[src/rtl/vec_dot_engine_if.sv]
// Operand-FIFO and control bundle for vec_dot_engine.
// The slave modport is the engine's view; master is the FIFO/control side.
interface vec_dot_engine_if #(
    parameter int unsigned DWIDTH    = 8,
    parameter int unsigned LEN_WIDTH = 8,
    parameter int unsigned ACC_WIDTH = 2 * DWIDTH + LEN_WIDTH
);
    logic                 start;
    logic [LEN_WIDTH-1:0] len;
    logic                 a_empty;
    logic [DWIDTH-1:0]    a_d;
    logic                 a_r_en;
    logic                 b_empty;
    logic [DWIDTH-1:0]    b_d;
    logic                 b_r_en;
    logic                 busy;
    logic                 done;
    logic [ACC_WIDTH-1:0] result;

    modport master (
        output start, len, a_empty, a_d, b_empty, b_d,
        input  a_r_en, b_r_en, busy, done, result
    );

    modport slave (
        input  start, len, a_empty, a_d, b_empty, b_d,
        output a_r_en, b_r_en, busy, done, result
    );
endinterface

[src/rtl/vec_dot_engine.sv]
// Dot-product engine: pops len element pairs from two operand FIFOs, multiplies
// and accumulates them, then pulses done with the result.
// Build option: define VEC_DOT_SIGNED_EN for two's-complement operands.
module vec_dot_engine #(
    parameter int unsigned DWIDTH    = 8,
    parameter int unsigned LEN_WIDTH = 8,
    parameter int unsigned ACC_WIDTH = 2 * DWIDTH + LEN_WIDTH
) (
    input logic             clk,
    input logic             rst_l,
    vec_dot_engine_if.slave dot_io
);
    typedef enum logic [1:0] {StIdle, StRun, StDrain} state_e;

    state_e               state_q, state_d;
    logic [LEN_WIDTH-1:0] len_q, len_d;
    logic [LEN_WIDTH-1:0] issued_q, issued_d;
    logic [LEN_WIDTH-1:0] received_q, received_d;
    logic [ACC_WIDTH-1:0] acc_q, acc_d;
    logic [ACC_WIDTH-1:0] result_q, result_d;
    logic                 rd_vld_q;
    logic                 done_q, done_d;
    logic                 issue;
    logic [2*DWIDTH-1:0]  prod;
    logic [ACC_WIDTH-1:0] prod_ext;

`ifdef VEC_DOT_SIGNED_EN
    // Sign-extend to full product width so the truncated product is exact.
    assign prod = $signed({{DWIDTH{dot_io.a_d[DWIDTH-1]}}, dot_io.a_d}) *
                  $signed({{DWIDTH{dot_io.b_d[DWIDTH-1]}}, dot_io.b_d});
    assign prod_ext = {{(ACC_WIDTH - 2 * DWIDTH){prod[2*DWIDTH-1]}}, prod};
`else
    assign prod = {{DWIDTH{1'b0}}, dot_io.a_d} * {{DWIDTH{1'b0}}, dot_io.b_d};
    assign prod_ext = {{(ACC_WIDTH - 2 * DWIDTH){1'b0}}, prod};
`endif

    // Both FIFOs are popped together, only when both hold data.
    assign issue = (state_q == StRun) && !dot_io.a_empty && !dot_io.b_empty &&
                   (issued_q < len_q);

    assign dot_io.a_r_en = issue;
    assign dot_io.b_r_en = issue;
    assign dot_io.busy   = (state_q != StIdle);
    assign dot_io.done   = done_q;
    assign dot_io.result = result_q;

    // Next-state: start acceptance, read issue, accumulate and completion.
    always_comb begin
        state_d    = state_q;
        len_d      = len_q;
        issued_d   = issued_q;
        received_d = received_q;
        acc_d      = acc_q;
        result_d   = result_q;
        done_d     = 1'b0;

        if (issue) begin
            issued_d = issued_q + LEN_WIDTH'(1);
        end

        unique case (state_q)
            StIdle: begin
                if (dot_io.start) begin
                    if (dot_io.len != '0) begin
                        len_d      = dot_io.len;
                        acc_d      = '0;
                        issued_d   = '0;
                        received_d = '0;
                        state_d    = StRun;
                    end else begin
                        result_d = '0;
                        done_d   = 1'b1;
                    end
                end
            end
            StRun: begin
                if (issue && (issued_q + LEN_WIDTH'(1) == len_q)) begin
                    state_d = StDrain;
                end
            end
            StDrain: begin
            end
            default: state_d = StIdle;
        endcase

        // FIFO data is valid one cycle after the pop.
        if (rd_vld_q) begin
            acc_d      = acc_q + prod_ext;
            received_d = received_q + LEN_WIDTH'(1);
            if (received_q == len_q - LEN_WIDTH'(1)) begin
                result_d = acc_d;
                done_d   = 1'b1;
                state_d  = StIdle;
            end
        end
    end

    // State and datapath registers.
    always_ff @(posedge clk or negedge rst_l) begin
        if (!rst_l) begin
            state_q    <= StIdle;
            len_q      <= '0;
            issued_q   <= '0;
            received_q <= '0;
            acc_q      <= '0;
            result_q   <= '0;
            rd_vld_q   <= 1'b0;
            done_q     <= 1'b0;
        end else begin
            state_q    <= state_d;
            len_q      <= len_d;
            issued_q   <= issued_d;
            received_q <= received_d;
            acc_q      <= acc_d;
            result_q   <= result_d;
            rd_vld_q   <= issue;
            done_q     <= done_d;
        end
    end
endmodule

[src/flat_wrapper.sv]
// flat-port wrapper written by rule: the top's interface ports become plain ports
module vec_dot_engine_flat 
#(
    parameter int unsigned DWIDTH    = 8,
    parameter int unsigned LEN_WIDTH = 8,
    parameter int unsigned ACC_WIDTH = 2 * DWIDTH + LEN_WIDTH
)
  (clk, rst_l, dot_io_start, dot_io_len, dot_io_a_empty, dot_io_a_d, dot_io_b_empty, dot_io_b_d, dot_io_a_r_en, dot_io_b_r_en, dot_io_busy, dot_io_done, dot_io_result);
  vec_dot_engine_if #(.DWIDTH(DWIDTH), .LEN_WIDTH(LEN_WIDTH), .ACC_WIDTH(ACC_WIDTH)) dot_io_i ();
  input logic clk;
  input logic rst_l;
  input wire logic [$bits(dot_io_i.start)-1:0] dot_io_start;
  input wire logic [$bits(dot_io_i.len)-1:0] dot_io_len;
  input wire logic [$bits(dot_io_i.a_empty)-1:0] dot_io_a_empty;
  input wire logic [$bits(dot_io_i.a_d)-1:0] dot_io_a_d;
  input wire logic [$bits(dot_io_i.b_empty)-1:0] dot_io_b_empty;
  input wire logic [$bits(dot_io_i.b_d)-1:0] dot_io_b_d;
  output wire logic [$bits(dot_io_i.a_r_en)-1:0] dot_io_a_r_en;
  output wire logic [$bits(dot_io_i.b_r_en)-1:0] dot_io_b_r_en;
  output wire logic [$bits(dot_io_i.busy)-1:0] dot_io_busy;
  output wire logic [$bits(dot_io_i.done)-1:0] dot_io_done;
  output wire logic [$bits(dot_io_i.result)-1:0] dot_io_result;
  assign dot_io_i.start = dot_io_start;
  assign dot_io_i.len = dot_io_len;
  assign dot_io_i.a_empty = dot_io_a_empty;
  assign dot_io_i.a_d = dot_io_a_d;
  assign dot_io_i.b_empty = dot_io_b_empty;
  assign dot_io_i.b_d = dot_io_b_d;
  assign dot_io_a_r_en = dot_io_i.a_r_en;
  assign dot_io_b_r_en = dot_io_i.b_r_en;
  assign dot_io_busy = dot_io_i.busy;
  assign dot_io_done = dot_io_i.done;
  assign dot_io_result = dot_io_i.result;
  vec_dot_engine #(.DWIDTH(DWIDTH), .LEN_WIDTH(LEN_WIDTH), .ACC_WIDTH(ACC_WIDTH)) u_core (.clk(clk), .rst_l(rst_l), .dot_io(dot_io_i));
endmodule
[config.mk]
export PLATFORM = sky130hd
export DESIGN_NAME = vec_dot_engine_flat
export DESIGN_NICKNAME = d
export VERILOG_FILES = /design/src/rtl/vec_dot_engine_if.sv /design/src/rtl/vec_dot_engine.sv /design/src/flat_wrapper.sv
export SDC_FILE = /design/constraint.sdc
export NUM_CORES = 1
export LEC_CHECK = 0
export ABC_AREA = 1
export CAP_MARGIN = 10
export CORE_ASPECT_RATIO = 1.1
export CORE_MARGIN = 5
export CORE_UTILIZATION = 64
export CTS_CLUSTER_DIAMETER = 30
export CTS_CLUSTER_SIZE = 20
export DETAILED_ROUTE_END_ITERATION = 6
export PLACE_DENSITY = 0.95
export SLEW_MARGIN = 20
export SYNTH_ARGS = -nofsm -noshare
export SYNTH_HDL_FRONTEND = slang
export SYNTH_SLANG_ARGS = --single-unit
[constraint.sdc]
create_clock -name clk -period 6 [get_ports clk]
set_clock_uncertainty 0.15 [all_clocks]
set_input_delay 0.9 -clock clk [delete_from_list [all_inputs] [get_ports clk]]
set_output_delay 0.9 -clock clk [all_outputs]
set_load 0.02 [all_outputs]
; ---- Word level (Yosys, flattened, before mapping)
; Index checks and enable logic that the tools add are counted.
[op_classes]
mux = 28
magnitude_cmp = 1
eq_ne = 4
mul = 1
n_reduce_logical = 14
addsub = 4
[ops]
columns = op, n
row1 = two-way mux 24 bit, 9
row2 = two-way mux 8 bit, 8
row3 = adder 24 x 16 -> 24 bit, 1
row4 = "adder 8 x 1 -> 8 bit, second input constant", 2
row5 = equality test 8 bit, 2
row6 = multiplier 8 x 8 -> 16 bit, 1
row7 = two-way mux 2 bit, 5
row8 = < comparator 8 bit, 1
row9 = nonzero test 2 bit, 4
row10 = nonzero test 8 bit, 1
row11 = "subtractor 8 x 1 -> 8 bit, second input constant", 1
row12 = case mux 2 bit (3 select lines), 1
row13 = AND reduction 3 bit, 2
row14 = two-way mux 1 bit, 5
row15 = logical AND 1 bit, 4
row16 = "equality test 2 x 1 -> 1 bit, second input constant", 1
row17 = "equality test 2 bit, second input constant", 1
row18 = zero test 1 bit, 2
row19 = zero test 2 bit, 1
[totals]
input_bits = 29
ff_bits = 76
out_inout_bits = 28

; ---- Logic depth before layout (Yosys ltp)
[depth]
word_depth = 9
ltp_mapped = 23
mapped_depth_nobuf = 22

; ---- Worst setup path before layout
; No wires, ideal clock.
[synth_timing]
path_type = input -> register
start = input dot_io_b_d[1]
end = register u_core.acc_q[21]
n_path_buf = 1
setup_ps = 117
setup_slack_ps = 1157
arrival_ps = 4576
path_stages = 20
required_time_ps = 5733
cell_sequence = clkbuf_1 > nand2_1 > fa_1 > inv_1 > fa_1 > inv_1 > fa_1 > fa_1 > inv_1 > ha_1 > a21oi_1 > nand2_1 > a21oi_1 > o21bai_1 > nand2_1 > nand2_1 > nand2_1 > nand2_1 > nand2_1 > nand2_1
[synth_via]
elab_chain_len = 3
[synth_lines]
columns = element, line
row1 = "start, declared", flat_wrapper.sv:17  ; input wire logic [$bits(dot_io_i.b_d)-1:0] dot_io_b_d;
row2 = multiplier 8 x 8 -> 16 bit, vec_dot_engine.sv:33  ; assign prod = {{DWIDTH{1'b0}}, dot_io.a_d} * {{DWIDTH{1'b0}}, dot_io.b_d};
row3 = adder 24 x 16 -> 24 bit, vec_dot_engine.sv:88  ; acc_d = acc_q + prod_ext;
row4 = two-way mux 24 bit, vec_dot_engine.sv:87  ; if (rd_vld_q) begin
row5 = "end signal, assigned", vec_dot_engine.sv:105  ; acc_q <= '0;
row6 = "end signal, assigned", vec_dot_engine.sv:114  ; acc_q <= acc_d;
row7 = "end, declared", vec_dot_engine.sv:19  ; logic [ACC_WIDTH-1:0] acc_q, acc_d;
; No other way between the ends.
; A chain may end at the register's enable or synchronous reset.

; ---- Worst setup path after layout
[layout_timing]
start = input dot_io_a_d[0]
end = register u_core.result_q[18], in the netlist u_core.dot_io.result[18]
[layout_via]
elab_chain_len = 4
[layout_lines]
columns = element, line
row1 = "start, declared", flat_wrapper.sv:15  ; input wire logic [$bits(dot_io_i.a_d)-1:0] dot_io_a_d;
row2 = multiplier 8 x 8 -> 16 bit, vec_dot_engine.sv:33
row3 = adder 24 x 16 -> 24 bit, vec_dot_engine.sv:88
row4 = two-way mux 24 bit, vec_dot_engine.sv:90  ; if (received_q == len_q - LEN_WIDTH'(1)) begin
row5 = two-way mux 24 bit, vec_dot_engine.sv:87
row6 = via u_core.result_d[18], vec_dot_engine.sv:20  ; logic [ACC_WIDTH-1:0] result_q, result_d;
row7 = "end signal, assigned", vec_dot_engine.sv:115  ; result_q <= result_d;
row8 = "end, declared", vec_dot_engine.sv:20
; The timed path passes the listed nets, and every way through them passes these cells.

==> results.md <==
* Worst Hold Class: reg2reg
* Total Routing Usage GR at 27.1%
* DPL Wire Length at 12,300 um
* Clk Tree Root Cell: sky130_fd_sc_hd__clkbuf_16
* Worst path bufs/invs at 4
* Maximum number of pins on one net before global-route repair at 77
* Number of distinct standard cells referenced by the synthesized netlist at 37
* Sw Ratio at 51.1%
* Depth of the critical timing path with buffers and inverters included at 19
* Leakage power total at 0.00433 uW
* Initial cell density of the core at 65.8%
* Routed wire length at 16,300 um
* Fraction of the yosys area taken by sequential cells at 27.7%
* Depth of the most critical reg-to-reg path at 19
* Post-route clock period utilization at 89.5%
* DRC Markers at 0
* Core Rows at 39
* Initial DRT Pass Iterations at 7
* Post-synth net total at 1,034
* Total power at 3850 uW
* Fraction of synthesized cell area taken by the top area cell type at 27.7%
* Synthesis-to-layout area growth at 12.4%
* Critical path, cell by cell: clkdlybuf4s50_1, nand2_1, fa_1, fa_1, inv_1, fa_1, inv_1, fa_1, inv_1, ha_1, nand2_1, nor2_1, nand2_1, nand3_1, nand3_1, nand2_1, xor2_1, nand2_1, nand2_1
* Number of routed nets with antenna violations at 0
* Height of the die at 119 um
* Overflow after GRT at 0
* Largest stage delay, worst path at 700 ps
* Count of input and output buffers at 56
* FF-to-FF Start: u_core.acc_q[6]$_DFFE_PN0P_
* R2R setup slack at 1690 ps
* Vias per Instance at 5.47
* Cell depth of the worst hold path at 2
* Number of buffers created by CTS at 9
* Clock-pin slew on the worst setup and hold paths at 60 ps
* Yosys reg bits at 76
* Proportion of power drawn by the clock network at 13.3%
* Number of resized instances in the post-cts repair step at 0
* Count of boundary I/O pins at 57
* Pins Over Slew Limit at 0
* Die outline width at 109 um
* Worst slew margin at 35.2%
* Critical Path Sink Type: flop
* Power per unit of standard cell area at 499 mW/mm^2
* Largest delay contributor family on the critical path: adder cells
* Cell area after layout at 0.00772 sq mm
* Number of warnings reported in the yosys synthesis log at 0
* Number of inserted diodes at 0
* Routed vias at 5,952
* Ranking of synthesized cells by area: sky130_fd_sc_hd__dfrtp_1 (28%), sky130_fd_sc_hd__fa_1 (15%), sky130_fd_sc_hd__nand2_1 (14%)
* # Post-CTS Setup Buffers at 0
* Endpoints failing hold at 0
* Setup violation total in the final timing report at 0
* Max cap viols at 0
* Startpoint class of the critical path: primary input
* Most frequent cell on the critical path: sky130_fd_sc_hd__nand2_1
* Seq pwr share at 21.8%
* Number of buffers on the longest clock path at 2
* Highest-delay cell along the critical path: sky130_fd_sc_hd__clkdlybuf4s50_1
* Cell taking the most area after synthesis: sky130_fd_sc_hd__dfrtp_1
* Top flip-flop cell by instance count after synthesis: sky130_fd_sc_hd__dfrtp_1
* Origin of the worst min-delay path: u_core.acc_q[15]$_DFFE_PN0P_
* Switching power of the nets at 1970 uW
* Top-count cell post-synth: sky130_fd_sc_hd__nand2_1
* Deepest level of the CTS H-tree at 3
* Data arrival time of the worst path at 5490 ps
* Crit Path Class: in2reg
* Setup repair after global routing missed its margin: no
* Worst IR Drop VDD at 0.340 mV
* Number of buffers added to fix hold violations after cts at 0
* First-pass GRT wire length at 28,000 um
* Top fanout value on the critical path at 8
* Core utilization of the finished layout at 73.9%
* Number of global-route vias before repair at 6,117
* TritonCTS clock tree: yes
* Sink count of the clock tree at 76
* Worst-skew pair later-pin latency at 340 ps
* Worst R2R End: u_core.dot_io.result[21]$_DFF_PN0_
* Number of antenna violations at the first check in global routing at 0
* Minimum clock period after layout at 5370 ps
* Synth cell count leaders: sky130_fd_sc_hd__nand2_1 (256), sky130_fd_sc_hd__inv_1 (185), sky130_fd_sc_hd__dfrtp_1 (76)
* Total number of nets in the final design at 1,072
* Die Footprint at 0.0129 sq mm
* Required time at the endpoint of the critical path at 6120 ps
* Synthesized cell area at 0.00687 sq mm
* Hold EP: u_core.acc_q[15]$_DFFE_PN0P_
* Part of the power in combinational logic at 65.0%
* Placement-stage cell area at 0.00744 sq mm
* Highest achievable clock rate at 0.186 GHz
* Starting DRC count in detailed routing at 463
* Routed WL per cell at 15.0 um
* Run status: completed
* Internal power summed over all cells at 1890 uW
* Fraction of final layout cells sized beyond drive strength 1 at 5.29%
* Standard cell core area at 0.0104 sq mm
* Placer Congestion at 0.967
* Async S/R FF share, synth at 100%
* Setup TNS after final layout at 0 ps
* Post-synthesis average cell area at 7.60 sq um
* Synth Instances at 903
* Number of synthesized flops with an enable pin at 0
* Worst Max-Slew Pin Slew at 972 ps
[worst max-delay path by stage]
stage                             start                            endpoint
after CTS                 dot_io_a_d[0]  u_core.dot_io.result[18]$_DFF_PN0_
after global routing      dot_io_a_d[0]        u_core.acc_q[23]$_DFFE_PN0P_
after global placement    dot_io_a_d[0]        u_core.acc_q[22]$_DFFE_PN0P_
after detailed placement  dot_io_a_d[0]  u_core.dot_io.result[18]$_DFF_PN0_
final                     dot_io_a_d[0]  u_core.dot_io.result[18]$_DFF_PN0_
after floorplan           dot_io_b_d[1]        u_core.acc_q[21]$_DFFE_PN0P_
[through the flow]
stage	hold slack [ps]	instances	worst slack, ps
after CTS	344	1089	642
after floorplan	305	903	1160
after global routing	365	1089	361
after detailed placement	331	1073	350
final	346	1089	633
after global placement	320	1073	427
[registers in the layout, summed over array words and instances (netlist names)]
signal                flops
u_core.acc_q             24
u_core.dot_io.done        1
u_core.dot_io.result     24
u_core.issued_q           8
u_core.len_q              8
u_core.rd_vld_q           1
u_core.received_q         8
u_core.state_q            2
[power by group through the flow]
| stage | registers [uW] | clock network (uW) | logic, uW |
|---|---|---|---|
| 2_1_floorplan | 839 | 0 | 1780 |
| 3_3_place_gp | 833 | 0 | 2350 |
| 3_5_place_dp | 840 | 0 | 2440 |
| 4_1_cts | 835 | 512 | 2480 |
| 5_1_grt | 861 | 536 | 2810 |
| 6_report | 840 | 511 | 2500 |
[layout make-up]
class | instances | area (sq um)
clock buffers | 11 | 243
clock inverters | 5 | 35.0
multi-input cells | 603 | 4050
flip-flops and latches | 76 | 1900
fillers | 760 | 2730
repair buffers | 60 | 588
well taps | 143 | 179
inverters | 191 | 717
[placed cells by master, fill, tap and decap left out, types with 2 or more instances in the layout]
master,Yosys,routed
sky130_fd_sc_hd__clkbuf_16,0,9
sky130_fd_sc_hd__nand4_1,10,10
sky130_fd_sc_hd__o21ai_1,3,3
sky130_fd_sc_hd__clkinv_2,0,2
sky130_fd_sc_hd__xor2_1,17,17
sky130_fd_sc_hd__a21o_1,2,2
sky130_fd_sc_hd__nand2_1,256,256
sky130_fd_sc_hd__o21ai_0,46,46
sky130_fd_sc_hd__xnor2_1,7,7
sky130_fd_sc_hd__o21bai_1,3,3
sky130_fd_sc_hd__buf_4,4,5
sky130_fd_sc_hd__nand3_1,39,39
sky130_fd_sc_hd__dfrtp_1,76,76
sky130_fd_sc_hd__nor2_1,38,38
sky130_fd_sc_hd__nand3_2,21,21
sky130_fd_sc_hd__inv_2,6,6
sky130_fd_sc_hd__fa_1,50,50
sky130_fd_sc_hd__a22o_1,4,4
sky130_fd_sc_hd__nor3_1,9,9
sky130_fd_sc_hd__clkdlybuf4s50_1,0,55
sky130_fd_sc_hd__a21oi_1,35,35
sky130_fd_sc_hd__inv_1,185,185
sky130_fd_sc_hd__ha_1,52,52
[per-layer routing]
| layer | up-vias | share of wire (%) | global-route usage (%) |
|---|---|---|---|
| met5 | - | 0 | 0 |
| met4 | 0 | 3.2 | 9.87 |
| met3 | 47 | 6.0 | 4.53 |
| met2 | 245 | 53 | 48.9 |
| met1 | 2818 | 38 | 31.9 |
| li1 | 2842 | - | - |
[worst min-delay path, stage by stage (launching register included)]
cell and delay, ps:
sky130_fd_sc_hd__dfrtp_1 350, sky130_fd_sc_hd__nand2_1 50, sky130_fd_sc_hd__nand2_1 60
[kinds of logic after synthesis]
group / synth area share (%)
compound gates: 7.60
xor+xnor: 3.06
fa+ha+maj: 24.1
buf+inv: 13.3
flops: 27.7
mux: 0.146
simple gates: 24.2
Power figures use the tool's default switching activity.
==> variant (config.mk and constraints unchanged) <==
Add a define of `VEC_DOT_SIGNED_EN`.
--- a/src/rtl/vec_dot_engine.sv
+++ b/src/rtl/vec_dot_engine.sv
@@ -1,6 +1,8 @@
 // Dot-product engine: pops len element pairs from two operand FIFOs, multiplies
 // and accumulates them, then pulses done with the result.
 // Build option: define VEC_DOT_SIGNED_EN for two's-complement operands.
+`define VEC_DOT_SIGNED_EN
+
 module vec_dot_engine #(
     parameter int unsigned DWIDTH    = 8,
     parameter int unsigned LEN_WIDTH = 8,
Function: changed (Yosys sat finds a counterexample within 4 cycles, from zero or initial values and one cycle with rst_l low).
==> variant against the unedited design <==
The flow now finishes with violations (DRC, setup timing); synthesized cell count grew 17%; first-iteration DRC count grew to 3.8 times the old value; wire length grew 120%; setup slack lost 1.2 ns; utilization grew 13 points; cell area grew 34%; critical path type unchanged; synthesized area grew 14%; sequential cell count is the same.
Power is not shown: default switching activity piles up to over one toggle a cycle in this logic, so the estimate is an artifact.
==> variant: results (changes against the unedited design) <==
number of DRC markers in iteration 0 1770 (+280%); Final #Nets 1322 (+23%); CP arrival 6.70 ns (+1.21 ns); DRC 75 (+75); setup ws final -0.5886 ns (-1.221 ns); antenna violations before repair 1 (+1); flop-to-flop setup slack 1.85 ns (+0.16 ns); endpoints failing setup 27 (+27); Routed WL per cell 27.34 um (+83%); pre-CTS worst setup slack -0.7900 ns (-1.140 ns); vias in the first global route 8733 (+43%); synth cell count leaders nand2_1, inv_1, dfrtp_1; Area contributors post-synth dfrtp_1, fa_1, nand2_1; Seq/Total Area, Yosys 0.2437 (-0.03322); worst-path fanout max 5 (-3); r2r worst-path depth 10 (-9); post-synth net total 1202 (+16%); fraction of layout cells with a size suffix above 1 0.2699 (+0.2171); Hold EP u_core.acc_q[5]; Skew-Pair Late Insertion Delay 0.38 ns (+0.04 ns); slew margin rel. 0.3124 (-0.03936); status complete, but fails checks; global-route wire length before repair 41.50 mm (+48%); r2r startpoint u_core.rd_vld_q; GRT Total Usage 0.3602 (+0.08945); hold_sp u_core.acc_q[5]; RD Place Congestion 1.040 (+7.6%); Final HPWL DP 15.76 mm (+28%); Crit path largest cell delay 0.75 ns (+0.05 ns); Netlist cell types 41 (+11%); CP max-delay cell fa_1; failing checks DRC, setup timing
-- variant: cells by family after synthesis --
kind of cell | share of synthesized area
simple gates | 0.2385
buf+inv | 0.1227
compound gates | 0.09365
fa+ha+maj | 0.2463
flops | 0.2437
xor+xnor | 0.05388
mux | 0.001283
-- variant: layout make-up --
type | instances | area (um2)
sequential | 76 | 1902
clock buffer | 13 | 250.2
antenna | 1 | 2.502
inverter | 210 | 800.8
multi-input combinational | 736 | 6006
clock inverter | 3 | 46.29
timing repair buffer | 140 | 1176
tap | 154 | 192.7
fill | 513 | 1605
-- variant: repair_timing --
action                                  4_1_cts  5_1_grt
endpoints found under the setup margin       29       29
resized for setup                           103      220
pin swaps                                    38       92
gates cloned                                  1        0
setup buffers                                 5        7
-- variant: worst max path at each step --
stage	start	end	slack [ns]
6_report	dot_io_b_d[5]	u_core.acc_q[18]	-0.59
5_1_grt	dot_io_b_d[0]	u_core.dot_io.result[13]	-0.74
4_1_cts	dot_io_a_d[5]	u_core.acc_q[21]	0.005
3_5_place_dp	dot_io_b_d[3]	u_core.acc_q[23]	-0.79
3_3_place_gp	dot_io_a_d[7]	u_core.dot_io.result[23]	-0.61
2_1_floorplan	dot_io_a_d[0]	u_core.acc_q[18]	0.02
-- variant: worst reg2reg max path: cells and delay by family, from the launching register on --
kind | cells | cell delay [ns]
AND/OR/NAND/NOR | 6 | 1.69
flip-flops | 1 | 0.99
buffers and inverters | 2 | 0.91
AO/OA/AOI/OAI | 2 | 0.35
-- variant: routing by layer --
| metal | global-route usage | share of wire |
|---|---|---|
| met1 | 0.3938 | 0.30 |
| met2 | 0.5862 | 0.41 |
| met3 | 0.1147 | 0.16 |
| met4 | 0.2521 | 0.13 |
| met5 | 0 | 0.0028 |
-- variant: through the flow --
stage                     area [um2]  std cells  hold WS, ns  TNS (ns)
after global routing           10380       1333       0.3860    -14.14
after CTS                       9663       1326       0.3486         0
final                          10380       1333       0.3717    -10.86
after floorplan                 7874       1053       0.3030         0
after detailed placement        9002       1304       0.3278    -20.16
after global placement          9002       1304       0.3200    -15.52
